[config.mk]
export PLATFORM = sky130hd
export DESIGN_NAME = output_writer
export DESIGN_NICKNAME = d
export VERILOG_FILES = /design/src/rtl/output_writer.sv
export SDC_FILE = /design/constraint.sdc
export NUM_CORES = 1
export LEC_CHECK = 0
export CORE_UTILIZATION = 39
export CTS_BUF_LIST = sky130_fd_sc_hd__clkbuf_2 sky130_fd_sc_hd__clkbuf_4 sky130_fd_sc_hd__clkbuf_8
export CTS_CLUSTER_SIZE = 40
export DETAILED_ROUTE_END_ITERATION = 10
export GPL_TIMING_DRIVEN = 0
export PLACE_DENSITY = 0.78
export SKIP_LAST_GASP = 1
export SYNTH_ARGS = -nofsm -noshare
export SYNTH_HDL_FRONTEND = slang
export SYNTH_SLANG_ARGS = --single-unit
[constraint.sdc]
create_clock -name clk -period 1.5 [get_ports clk]
set_input_delay 0.15 -clock clk [delete_from_list [all_inputs] [get_ports clk]]
set_output_delay 0.15 -clock clk [all_outputs]
set_load 0.01 [all_outputs]
[src/rtl/output_writer.sv]
// Output writer: requantizes signed adder results to OUT_W-bit ReLU-clamped values
// and streams them into the output memory, one tile of NUM_OUT words at a time.
module output_writer #(
   parameter int DATA_W    = 32,
   parameter int OUT_W     = 8,
   parameter int NUM_OUT   = 16,
   parameter int NUM_TILES = 4,
   parameter int SHIFT     = 8,
   parameter int ADDR_W    = 8
) (
   input  logic              clk,
   input  logic              rstn,
   input  logic              layer_start,
   input  logic              write_start,
   input  logic              in_valid,
   output logic              in_ready,
   input  logic [DATA_W-1:0] in_data,
   input  logic              mem_stall,
   output logic              mem_we,
   output logic [ADDR_W-1:0] mem_addr,
   output logic [OUT_W-1:0]  mem_wdata,
   output logic              write_output_done,
   output logic              is_last,
   output logic              busy
);

   localparam int EW = $clog2(NUM_OUT + 1);
   localparam int TW = $clog2(NUM_TILES + 1);
   localparam logic [EW-1:0] L_NOUT = EW'(NUM_OUT);
   localparam logic [TW-1:0] L_TMAX = TW'(NUM_TILES);
   localparam logic signed [DATA_W-1:0] L_QMAX = DATA_W'((2 ** (OUT_W - 1)) - 1);

   typedef enum logic [1:0] {
      IDLE = 2'd0,
      RUN  = 2'd1,
      DONE = 2'd2
   } state_t;

   function automatic logic [OUT_W-1:0] fn_requant(input logic signed [DATA_W-1:0] d);
      logic signed [DATA_W-1:0] q;
      q = d >>> SHIFT;
      if (q < 0)
         fn_requant = '0;
      else if (q > L_QMAX)
         fn_requant = L_QMAX[OUT_W-1:0];
      else
         fn_requant = q[OUT_W-1:0];
   endfunction

   state_t                   r_state;
   state_t                   w_next;
   logic                     w_start;
   logic [EW-1:0]            r_elem_cnt;
   logic [TW-1:0]            r_tile_cnt;
   logic                     r_is_last;
   logic                     r_we_p1;
   logic [ADDR_W-1:0]        r_addr_p1;
   logic [OUT_W-1:0]         r_wdata_p1;

   logic signed [DATA_W-1:0] w_in_s;
   logic                     w_stall_hold;
   logic                     w_in_ready;
   logic                     w_accept;
   logic                     w_wr_done;
   logic                     w_last_done;
   logic [ADDR_W-1:0]        w_addr;

   assign w_in_s       = in_data;
   assign w_stall_hold = r_we_p1 && mem_stall;
   assign w_in_ready   = (r_state == RUN) && (r_elem_cnt < L_NOUT) && !w_stall_hold;
   // layer_start aborts the tile, so a beat offered in the same cycle is dropped
   assign w_accept     = w_in_ready && in_valid && !layer_start;
   assign w_wr_done    = r_we_p1 && !mem_stall;
   // With at most one write outstanding, the write in flight once all beats are in is the last one
   assign w_last_done  = (r_state == RUN) && w_wr_done && (r_elem_cnt == L_NOUT);
   assign w_addr       = ADDR_W'(int'(r_tile_cnt) * NUM_OUT + int'(r_elem_cnt));

   always_ff @(posedge clk or negedge rstn) begin
      if (!rstn)
         r_state <= IDLE;
      else
         r_state <= w_next;
   end

   always_comb begin
      w_next  = r_state;
      w_start = 1'b0;
      if (layer_start) begin
         w_next = IDLE;
      end else begin
         case (r_state)
            IDLE: begin
               if (write_start && !r_is_last) begin
                  w_next  = RUN;
                  w_start = 1'b1;
               end
            end
            RUN: begin
               if (w_last_done)
                  w_next = DONE;
            end
            DONE:    w_next = IDLE;
            default: w_next = IDLE;
         endcase
      end
   end

   always_ff @(posedge clk or negedge rstn) begin
      if (!rstn) begin
         r_elem_cnt <= '0;
         r_tile_cnt <= '0;
         r_is_last  <= 1'b0;
      end else if (layer_start) begin
         r_elem_cnt <= '0;
         r_tile_cnt <= '0;
         r_is_last  <= 1'b0;
      end else begin
         if (w_start)
            r_elem_cnt <= '0;
         else if (w_accept)
            r_elem_cnt <= r_elem_cnt + 1'b1;
         if ((r_state == DONE) && (r_tile_cnt < L_TMAX)) begin
            r_tile_cnt <= r_tile_cnt + 1'b1;
            r_is_last  <= ((r_tile_cnt + 1'b1) == L_TMAX);
         end
      end
   end

   // write stage: one cycle after acceptance, held while the memory stalls
   always_ff @(posedge clk or negedge rstn) begin
      if (!rstn) begin
         r_we_p1    <= 1'b0;
         r_addr_p1  <= '0;
         r_wdata_p1 <= '0;
      end else if (layer_start) begin
         r_we_p1 <= 1'b0;
      end else if (w_accept) begin
         r_we_p1    <= 1'b1;
         r_addr_p1  <= w_addr;
         r_wdata_p1 <= fn_requant(w_in_s);
      end else if (w_wr_done) begin
         r_we_p1 <= 1'b0;
      end
   end

   assign in_ready          = w_in_ready;
   assign mem_we            = r_we_p1;
   assign mem_addr          = r_addr_p1;
   assign mem_wdata         = r_wdata_p1;
   assign write_output_done = (r_state == DONE);
   assign is_last           = r_is_last;
   assign busy              = (r_state != IDLE);

endmodule

==> impl_metrics.tcl, run 1 <==
set metrics [dict create \
    grt-ovfl-total 0 \
    synth_fp_nets 176 \
    vias 1202 \
    portBuffers 49 \
    final_min_period_over_clock_period_pct 110 \
    yosys_register_bits 28 \
    finalCriticalPeriod_ns 1.65 \
    pre_cts_ws_ns -0.341 \
    clk_pin_slew_worst_paths_ns 0.15 \
    die_height_um 60.6 \
    setup_violations 18 \
    hold_path.class "input pin to register" \
    io_pins 59 \
    worstSkewPairLatency_ns 0.33 \
    setup_repair_after_global_routing_missed_its_margin "true" \
    post-route-cell-area_um2 2040 \
    detailedPlacementHpwl_um 2330 \
    cts_tree "done" \
    initial_core_utilization_pct 42.5 \
    grt_pass1_vias 1208 \
    post_synth_inst_count 132 \
    timing.critical_path.from_type "register" \
    cts.htree.levels 1 \
    grt_first_pass_wirelength_um 5150 \
    antenna_found_initial 0 \
    postSynthAreaPerCell_um2 10.2 \
    cts_max_path_buffers 2 \
    avgViaCountPerCell 5.07 \
    worst-endpoint-required_ns 1.73 \
    wire_per_inst_um 13.3 \
    hold_slack_final_ns -0.00783 \
    count_of_final_hold_check_violations 3 \
    synth_cell_type_count 32 \
    cts_root_buf "clkbuf_4" \
    drt-initial-drc-count 38 \
    critical_path_class "register to register" \
    power.static_leakage_nw 0.928 \
    multi_input_comb_area_um2 643 \
    layout.nets 238 \
    numClockSinks 28 \
    fmaxAchievable_mhz 605 \
    die_area_um2 3680 \
    drc 0 \
    fp.dieW_um 60.6 \
    ant_nets 0 \
    synth_warnings 0 \
    finalWorstSetupSlack_ns -0.152 \
    failed_checks "negative hold slack, negative setup slack" \
    core_area_um2 3150 \
    drive_above_1_share_pct 15.0 \
    critPathCaptureType "register" \
    antenna-diode-count 0 \
    setup_clock_skew_after_layout_ns 0.00371 \
    number_of_detailed_routing_iterations_run_before_antenna_repair 4 \
    max-vdd-ir-drop_v 0.000539 \
    place_congestion 0.856 \
    cts_made_buffers 3 \
    cap_viol_max_count 0 \
    layout.cells.most_common_list "clkdlybuf4s50_1 (45), dfrtp_1 (28), nand2_1 (20)" \
    fillCellCount 287 \
    status "finished with violations" \
    post_dp_cell_area_um2 1890 \
    layout.cells.most_common "clkdlybuf4s50_1" \
    power.density_cell_area_nw_per_um2 764 \
    area_growth_syn_to_layout_pct 51.8 \
    sequential_cell_area_um2 701 \
    grt.total_usage_pct 18.9 \
    grt_start_max_net_pins 29 \
    totalWireLength_um 3150 \
    finalPower_mw 1.56 \
    synth_sequential_area_ratio_pct 52.2 \
    worst-path-max-fanout 8 \
    fin_util_pct 64.6 \
    slew_violations 0 \
    core.rowCount 20 \
    synthesis.area_um2 1340 \
    max_slew.worst_pin.slew_ns 0.626 \
    arrival_ns 1.89 \
    worst_slew_margin_relative_to_its_limit_pct 58.3 \
]
kinds of logic after synthesis:
| logic type | Yosys count | share of synthesized area (%) |
|---|---|---|
| flip-flops | 28 | 52.2 |
| AND/OR/NAND/NOR | 63 | 24.5 |
| multiplexers | 1 | 0.746 |
| buffers and inverters | 8 | 3.45 |
| AO/OA/AOI/OAI | 22 | 10.8 |
| XOR/XNOR | 4 | 2.61 |
| adder cells (fa/ha/maj) | 6 | 5.60 |
critical path, stage by stage, from the launching register on:
cell      delay (ns)
dfrtp_1         0.44
buf_6           0.13
or3b_4          0.37
nand3b_4        0.18
buf_6           0.14
and2_0          0.14
o22a_1          0.16
synth_stat cells:
library cell / number / area [um2]
o22a_1: 7 / 61.3
and3b_2: 1 / 10.0
nand2_1: 22 / 82.6
a2111oi_0: 1 / 8.76
a21oi_1: 5 / 25.0
nand4b_1: 1 / 8.76
o21a_1: 1 / 7.51
a21o_1: 1 / 7.51
xor2_1: 1 / 8.76
dfrtp_1: 28 / 701
mux2i_1: 1 / 10.0
nand3_1: 3 / 15.0
and2_1: 2 / 12.5
buf_2: 1 / 5.00
o21ai_0: 5 / 25.0
nor2_2: 1 / 6.26
nor2b_1: 3 / 18.8
nor4_1: 5 / 31.3
and2_0: 6 / 37.5
and4_1: 1 / 8.76
or3_1: 1 / 6.26
inv_1: 5 / 18.8
or3b_1: 1 / 8.76
xnor2_1: 3 / 26.3
nand2b_1: 1 / 6.26
nor3_1: 1 / 5.00
nand3b_4: 1 / 20.0
nor2_1: 12 / 45.0
buf_6: 2 / 22.5
o21ai_1: 2 / 10.0
nand4_1: 1 / 6.26
ha_1: 6 / 75.1
final timing paths:
check / start / endpoint / slack (ns) / cells after the start
setup / recovery: r_state[1]$_DFFE_PN0P_ / mem_wdata[0]$_DFFE_PN0P_ / -0.15 / 6
hold / removal: layer_start / r_tile_cnt[1]$_DFFE_PN0P_ / -0.008 / 2
setup reg to reg: r_state[1]$_DFFE_PN0P_ / mem_wdata[0]$_DFFE_PN0P_ / -0.15 / 6
hold reg to reg: mem_addr[3]$_DFFE_PN0P_ / mem_addr[3]$_DFFE_PN0P_ / 0.49 / 2
max in group asynchronous: rstn / mem_we$_DFFE_PN0P_ / 0.74 / 2
min in group asynchronous: rstn / mem_addr[6]$_DFFE_PN0P_ / 0.35 / 2
repair_timing:
item	4_1_cts	5_1_grt
pin swaps	2	6
gates resized for setup	16	9
setup buffers	7	0
endpoints found under the setup margin	19	21
hold endpoints to repair	5	34
power breakdown:
group | switching [mW] | total, mW | internal (mW)
logic | 0.128 | 0.357 | 0.229
clock network | 0.220 | 0.368 | 0.149
registers | 0.0272 | 0.830 | 0.802
final cells by class:
class                   instances  area share [%]
plain buffers                   3            1.66
clock buffers                   4            1.78
inverters                       5           0.922
multi-input cells              96            31.6
flip-flops and latches         28            34.4
well taps                      44            2.70
repair buffers                 57            26.9
per-stage QoR:
| step | cells | setup TNS, ns | hold slack (ns) |
|---|---|---|---|
| floorplan | 132 | 0 | -0.146 |
| global placement | 225 | -7.33 | 0.346 |
| detailed placement | 225 | -9.79 | 0.350 |
| CTS | 236 | -2.48 | -0.0183 |
| global route | 237 | -3.50 | -0.0242 |
| finish | 237 | -2.02 | -0.00783 |
flip-flops by register name, summed over array words and instances, names as in the netlist:
signal,count
mem_addr,8
mem_wdata,8
r_tile_cnt,3
r_elem_cnt,5
mem_we,1
r_state,2
is_last,1
routing by layer:
layer	share of wire, %	vias to the layer above	GRT usage, %	wire [um]
li1	-	576	-	-
met1	40	586	21.7	1270
met2	53	36	35.2	1660
met3	5.7	4	4.69	180
met4	1.2	0	4.55	37
met5	0	-	0	0
Note: power is estimated with default switching activity, not from simulation.
==> inputs of run 2 (changes only) <==
--- a/config.mk
+++ b/config.mk
@@ -9,7 +9,9 @@
 export CTS_BUF_LIST = sky130_fd_sc_hd__clkbuf_2 sky130_fd_sc_hd__clkbuf_4 sky130_fd_sc_hd__clkbuf_8
 export CTS_CLUSTER_SIZE = 40
 export DETAILED_ROUTE_END_ITERATION = 10
+export GPL_ROUTABILITY_DRIVEN = 0
 export GPL_TIMING_DRIVEN = 0
+export HOLD_SLACK_MARGIN = 0.1
 export PLACE_DENSITY = 0.78
 export SKIP_LAST_GASP = 1
 export SYNTH_ARGS = -nofsm -noshare
==> run 2 against run 1 <==
The run still ends with negative hold slack, negative setup slack left. Maximum frequency did not move. Non-clock buffer count did not move. Sequential share of layout area did not move. Worst hold slack did not move. Routed wire length did not move. Via count did not move. Clock skew did not move. Worst setup slack did not move. Sequential power barely moved. Power did not move. Count of clock-buffer cells in the layout did not move.
==> impl_metrics.tcl, run 2 (same netlist as run 1, synthesis figures left out) <==
set metrics [dict create \
    core_area_um2 3150 \
    critical_path_class "register to register" \
    drt-initial-drc-count 38 \
    antenna_found_initial 0 \
    hold_path.class "input pin to register" \
    grt_start_max_net_pins 29 \
    avgViaCountPerCell 5.07 \
    swShare_pct 24.1 \
    cts_root_buf "clkbuf_4" \
    count_of_final_hold_check_violations 3 \
    vias 1202 \
    grt-ovfl-total 0 \
    seq_power_share_pct 53.3 \
    timing.critical_path.from_type "register" \
    finalWorstSetupSlack_ns -0.152 \
    failed_checks "negative hold slack, negative setup slack" \
    clk_pin_slew_worst_paths_ns 0.15 \
    max_slew.worst_pin.slew_ns 0.626 \
    final_min_period_over_clock_period_pct 110 \
    drc 0 \
    power.combinational.fraction_pct 23.0 \
    setup_repair_after_global_routing_missed_its_margin "true" \
    initial_core_utilization_pct 42.5 \
    worstSkewPairLatency_ns 0.33 \
    core.rowCount 20 \
    die_height_um 60.6 \
    wire_per_inst_um 13.3 \
    worst_slew_margin_relative_to_its_limit_pct 58.3 \
    io_pins 59 \
    arrival_ns 1.89 \
    grt.total_usage_pct 18.9 \
    layout.nets 238 \
    setup_clock_skew_after_layout_ns 0.00371 \
    fmaxAchievable_mhz 605 \
    pre_cts_ws_ns -0.341 \
    cts.htree.levels 1 \
    worst-endpoint-required_ns 1.73 \
    number_of_detailed_routing_iterations_run_before_antenna_repair 4 \
    grt_first_pass_wirelength_um 5150 \
    share_clk_of_total_power_pct 23.7 \
    detailedPlacementHpwl_um 2330 \
    antenna-diode-count 0 \
    ant_nets 0 \
    drive_above_1_share_pct 15.0 \
    cts_tree "done" \
    power.static_leakage_nw 0.928 \
    layout.cells.most_common "clkdlybuf4s50_1" \
    totalWireLength_um 3150 \
    finalPower_mw 1.56 \
    switching_component_of_the_power_mw 0.375 \
    fp.dieW_um 60.6 \
    setup_violations 18 \
    status "finished with violations" \
    cap_viol_max_count 0 \
    power.density_cell_area_nw_per_um2 764 \
    finalCriticalPeriod_ns 1.65 \
    slew_violations 0 \
    p_int_mw 1.18 \
    finalSetupTns_ns -2.02 \
    layout.cells.most_common_list "clkdlybuf4s50_1 (45), dfrtp_1 (28), nand2_1 (20)" \
    critPathCaptureType "register" \
    grt_pass1_vias 1210 \
    cts_max_path_buffers 2 \
    numClockSinks 28 \
    max-vdd-ir-drop_v 0.000539 \
    hold_slack_final_ns -0.00783 \
    worst-path-max-fanout 8 \
    die_area_um2 3680 \
    area_growth_syn_to_layout_pct 51.8 \
    cts_made_buffers 3 \
    portBuffers 49 \
]
==> run 2: cell counts in the layout (fill, tap and decap cells not counted) <==
Identical to the previous run, type by type.
==> run 2: power by group through the flow <==
stage	logic, mW	registers, mW	clock network (mW)
finish	0.357	0.830	0.368
global route	0.390	0.836	0.410
CTS	0.360	0.829	0.382
detailed placement	0.336	0.843	0
global placement	0.329	0.838	0
floorplan	0.106	0.862	0
==> run 2: path summary, 6_finish.rpt <==
check	start	cells past startpoint	slack [ns]	to
setup / recovery	r_state[1]$_DFFE_PN0P_	6	-0.15	mem_wdata[0]$_DFFE_PN0P_
hold / removal	layer_start	2	-0.008	r_tile_cnt[1]$_DFFE_PN0P_
setup reg to reg	r_state[1]$_DFFE_PN0P_	6	-0.15	mem_wdata[0]$_DFFE_PN0P_
hold reg to reg	mem_addr[3]$_DFFE_PN0P_	2	0.49	mem_addr[3]$_DFFE_PN0P_
max in group asynchronous	rstn	2	0.74	mem_we$_DFFE_PN0P_
min in group asynchronous	rstn	2	0.35	mem_addr[6]$_DFFE_PN0P_
==> run 2: critical path, stage by stage (launching register included) <==
cell      delay, ns
dfrtp_1        0.44
buf_6          0.13
or3b_4         0.37
nand3b_4       0.18
buf_6          0.14
and2_0         0.14
o22a_1         0.16
==> run 2: area by class of cell <==
type | count | area, um2
Clock buffer | 4 | 36.3
Timing Repair Buffer | 57 | 548
Buffer | 3 | 33.8
Sequential cell | 28 | 701
Inverter | 5 | 18.8
Fill cell | 287 | 1120
Tap cell | 44 | 55.1
Multi-Input combinational cell | 96 | 643
==> run 2: repair_timing <==
action	CTS	global route
endpoints found under the hold margin	7	35
endpoints found under the setup margin	19	21
pin swaps	2	6
setup buffers	7	0
gates resized for setup	16	9
==> run 2: metrics by stage <==
stage	instance area (um2)	std cells	utilization [%]
final	2040	237	64.6
after global placement	1890	225	59.8
after CTS	2010	236	63.9
after detailed placement	1890	225	59.8
after global routing	2040	237	64.6
after floorplan	1340	132	-
==> run 2: metal layers <==
layer	wire, um	track usage (%)	vias to the layer above
met5	0	0	-
met4	37	4.55	0
met3	180	4.69	4
met2	1660	35.2	36
met1	1270	21.7	586
li1	-	-	576
==> inputs of run 3 (changes only) <==
--- a/config.mk
+++ b/config.mk
@@ -5,6 +5,7 @@
 export SDC_FILE = /design/constraint.sdc
 export NUM_CORES = 1
 export LEC_CHECK = 0
+export CORE_MARGIN = 2
 export CORE_UTILIZATION = 39
 export CTS_BUF_LIST = sky130_fd_sc_hd__clkbuf_2 sky130_fd_sc_hd__clkbuf_4 sky130_fd_sc_hd__clkbuf_8
 export CTS_CLUSTER_SIZE = 40
==> run 3 against run 2 <==
Routed wire length rose by 9.5%. Sequential share of layout area down 1.9 points. Cell area grew 6.0%. Combinational power up 12%. Register-to-register slack improved by 0.03 ns. Die area increased by 6.7%. Final cell count grew 3.8%. Worst hold slack better by 0.084 ns. Clock power is 34% higher. Critical endpoint is now mem_wdata[1]$_DFFE_PN0P_. The flow finishes with violations (negative setup slack).
==> impl_metrics.tcl, run 3 (same netlist as run 1, synthesis figures left out) <==
set metrics [dict create \
    core.rowCount 21 \
    grt_first_pass_wirelength_um 5700 \
    drt-initial-drc-count 24 \
    layout.nets 245 \
    setup_violations 17 \
    grt-ovfl-total 0 \
    fmaxAchievable_mhz 617 \
    hold_path.class "input pin to register" \
    power.density_cell_area_nw_per_um2 799 \
    cts_max_path_buffers 2 \
    drive_above_1_share_pct 26.0 \
    cts_made_buffers 3 \
    cap_viol_max_count 0 \
    worst_r2r_path_depth 6 \
    io_pins 59 \
    max-vdd-ir-drop_v 0.000392 \
    portBuffers 49 \
    clk_pin_slew_worst_paths_ns 0.16 \
    multi_input_comb_area_um2 684 \
    cts_root_buf "clkbuf_4" \
    sequential_cell_area_um2 701 \
    layout.cells.non_filler 246 \
    setup_repair_after_global_routing_missed_its_margin "true" \
    worst_slew_margin_relative_to_its_limit_pct 58.1 \
    hold_slack_final_ns 0.0759 \
    wire_per_inst_um 14.0 \
    place.detailed.instances 227 \
    numClockSinks 28 \
    max_slew.worst_pin.slew_ns 0.629 \
    critical_path_class "register to register" \
    count_of_final_hold_check_violations 0 \
    cts.htree.levels 1 \
    whs_endpoint "r_state[1]$_DFFE_PN0P_" \
    failed_checks "negative setup slack" \
    status "finished with violations" \
    setup_clock_skew_after_layout_ns 0.0123 \
    worstSkewPairLatency_ns 0.33 \
    number_of_detailed_routing_iterations_run_before_antenna_repair 6 \
    ant_nets 0 \
    core_area_um2 3310 \
    min_from "layer_start" \
    r2r_slack_ns -0.12 \
    avgViaCountPerCell 4.98 \
    drc 0 \
    timing.critical_path.from_type "register" \
    grt_pass1_vias 1320 \
    r2r-end "mem_wdata[1]$_DFFE_PN0P_" \
    finalCriticalPeriod_ns 1.62 \
    worst-endpoint-required_ns 1.72 \
    critPathCaptureType "register" \
    layout.cells.most_common "clkdlybuf4s50_1" \
    area_growth_syn_to_layout_pct 60.8 \
    worstReg2RegStart "r_state[0]$_DFFE_PN0P_" \
    arrival_ns 1.84 \
    die_area_um2 3920 \
    die_height_um 62.6 \
    grt_start_max_net_pins 29 \
    final_min_period_over_clock_period_pct 108 \
    finalSetupTns_ns -1.23 \
    fillCellCount 273 \
    vias 1225 \
    timing.hold.worst_path_depth 3 \
    cts_tree "done" \
    power.static_leakage_nw 1.01 \
    initial_core_utilization_pct 40.5 \
    fp.dieW_um 62.6 \
    totalWireLength_um 3450 \
    slew_violations 0 \
    grt.total_usage_pct 18.0 \
    layout.cells.most_common_list "clkdlybuf4s50_1 (44), dfrtp_1 (28), nand2_1 (12)" \
    antenna-diode-count 0 \
    worst-path-max-fanout 6 \
    detailedPlacementHpwl_um 2360 \
    antenna_found_initial 0 \
    finalWorstSetupSlack_ns -0.120 \
]
run 3: cell count changes in the layout (fill, tap and decap cells not counted), moves of 2 or more:
cell           previous run  this run
and2_0                    4         1
and2_4                    3         6
buf_2                     1         3
buf_4                     5         8
buf_6                     5         8
dlygate4sd2_1             2         0
nand2_1                  20        12
nand2_2                   2        10
o21ai_1                   3         1
o21ai_2                   0         3
run 3: final cells by class:
type | count | share of cell area [%]
clock inverter | 1 | 1.39
tap | 46 | 2.67
inverter | 5 | 0.870
clock buffer | 3 | 1.04
multi-input combinational | 96 | 31.7
timing repair buffer | 64 | 28.2
buffer | 3 | 1.57
sequential | 28 | 32.5
run 3: how the worst max path moves through the flow:
stage | from | to | cells after the start
finish | r_state[0]$_DFFE_PN0P_ | mem_wdata[1]$_DFFE_PN0P_ | 6
global route | r_state[0]$_DFFE_PN0P_ | mem_wdata[1]$_DFFE_PN0P_ | 6
CTS | r_state[1]$_DFFE_PN0P_ | in_ready | 5
detailed placement | in_valid | r_elem_cnt[3]$_DFFE_PN0P_ | 5
global placement | in_valid | r_elem_cnt[3]$_DFFE_PN0P_ | 5
floorplan | r_state[1]$_DFFE_PN0P_ | mem_wdata[0]$_DFFE_PN0P_ | 4
run 3: per-layer routing:
| layer | wire, um | vias up | global-route usage, % |
|---|---|---|---|
| met5 | 0 | - | 0 |
| met4 | 19 | 0 | 4.44 |
| met1 | 1370 | 593 | 20.5 |
| met2 | 1900 | 33 | 34.3 |
| li1 | - | 595 | - |
| met3 | 147 | 4 | 3.60 |
run 3: critical path, cell delays in order, from the launching register on:
cell      delay, ns
dfrtp_1        0.40
buf_6          0.10
or3b_4         0.37
nand3b_4       0.20
buf_6          0.16
and2_4         0.13
o22a_1         0.15
run 3: timing repair:
action,in CTS,in global routing
endpoints found under the hold margin,7,29
pin swaps,19,5
buffers inserted,8,3
gates cloned,2,0
setup endpoints to repair,19,21
resized for setup,34,21
hold buffers,1,1
run 3: per-stage QoR:
| stage | power [mW] | setup WS (ns) | util [%] | cell area, um2 |
|---|---|---|---|---|
| final | 1.72 | -0.120 | 65.2 | 2160 |
| after global routing | 1.80 | -0.172 | 65.2 | 2160 |
| after CTS | 1.72 | -0.135 | 62.9 | 2080 |
| after detailed placement | 1.18 | -0.335 | 57.1 | 1890 |
| after global placement | 1.17 | -0.290 | 57.1 | 1890 |
| after floorplan | 0.968 | 0.00619 | - | 1340 |
run 3: power by group:
group          switching, mW  internal, mW
Clock                  0.224         0.270
Sequential            0.0277         0.803
Combinational          0.142         0.258
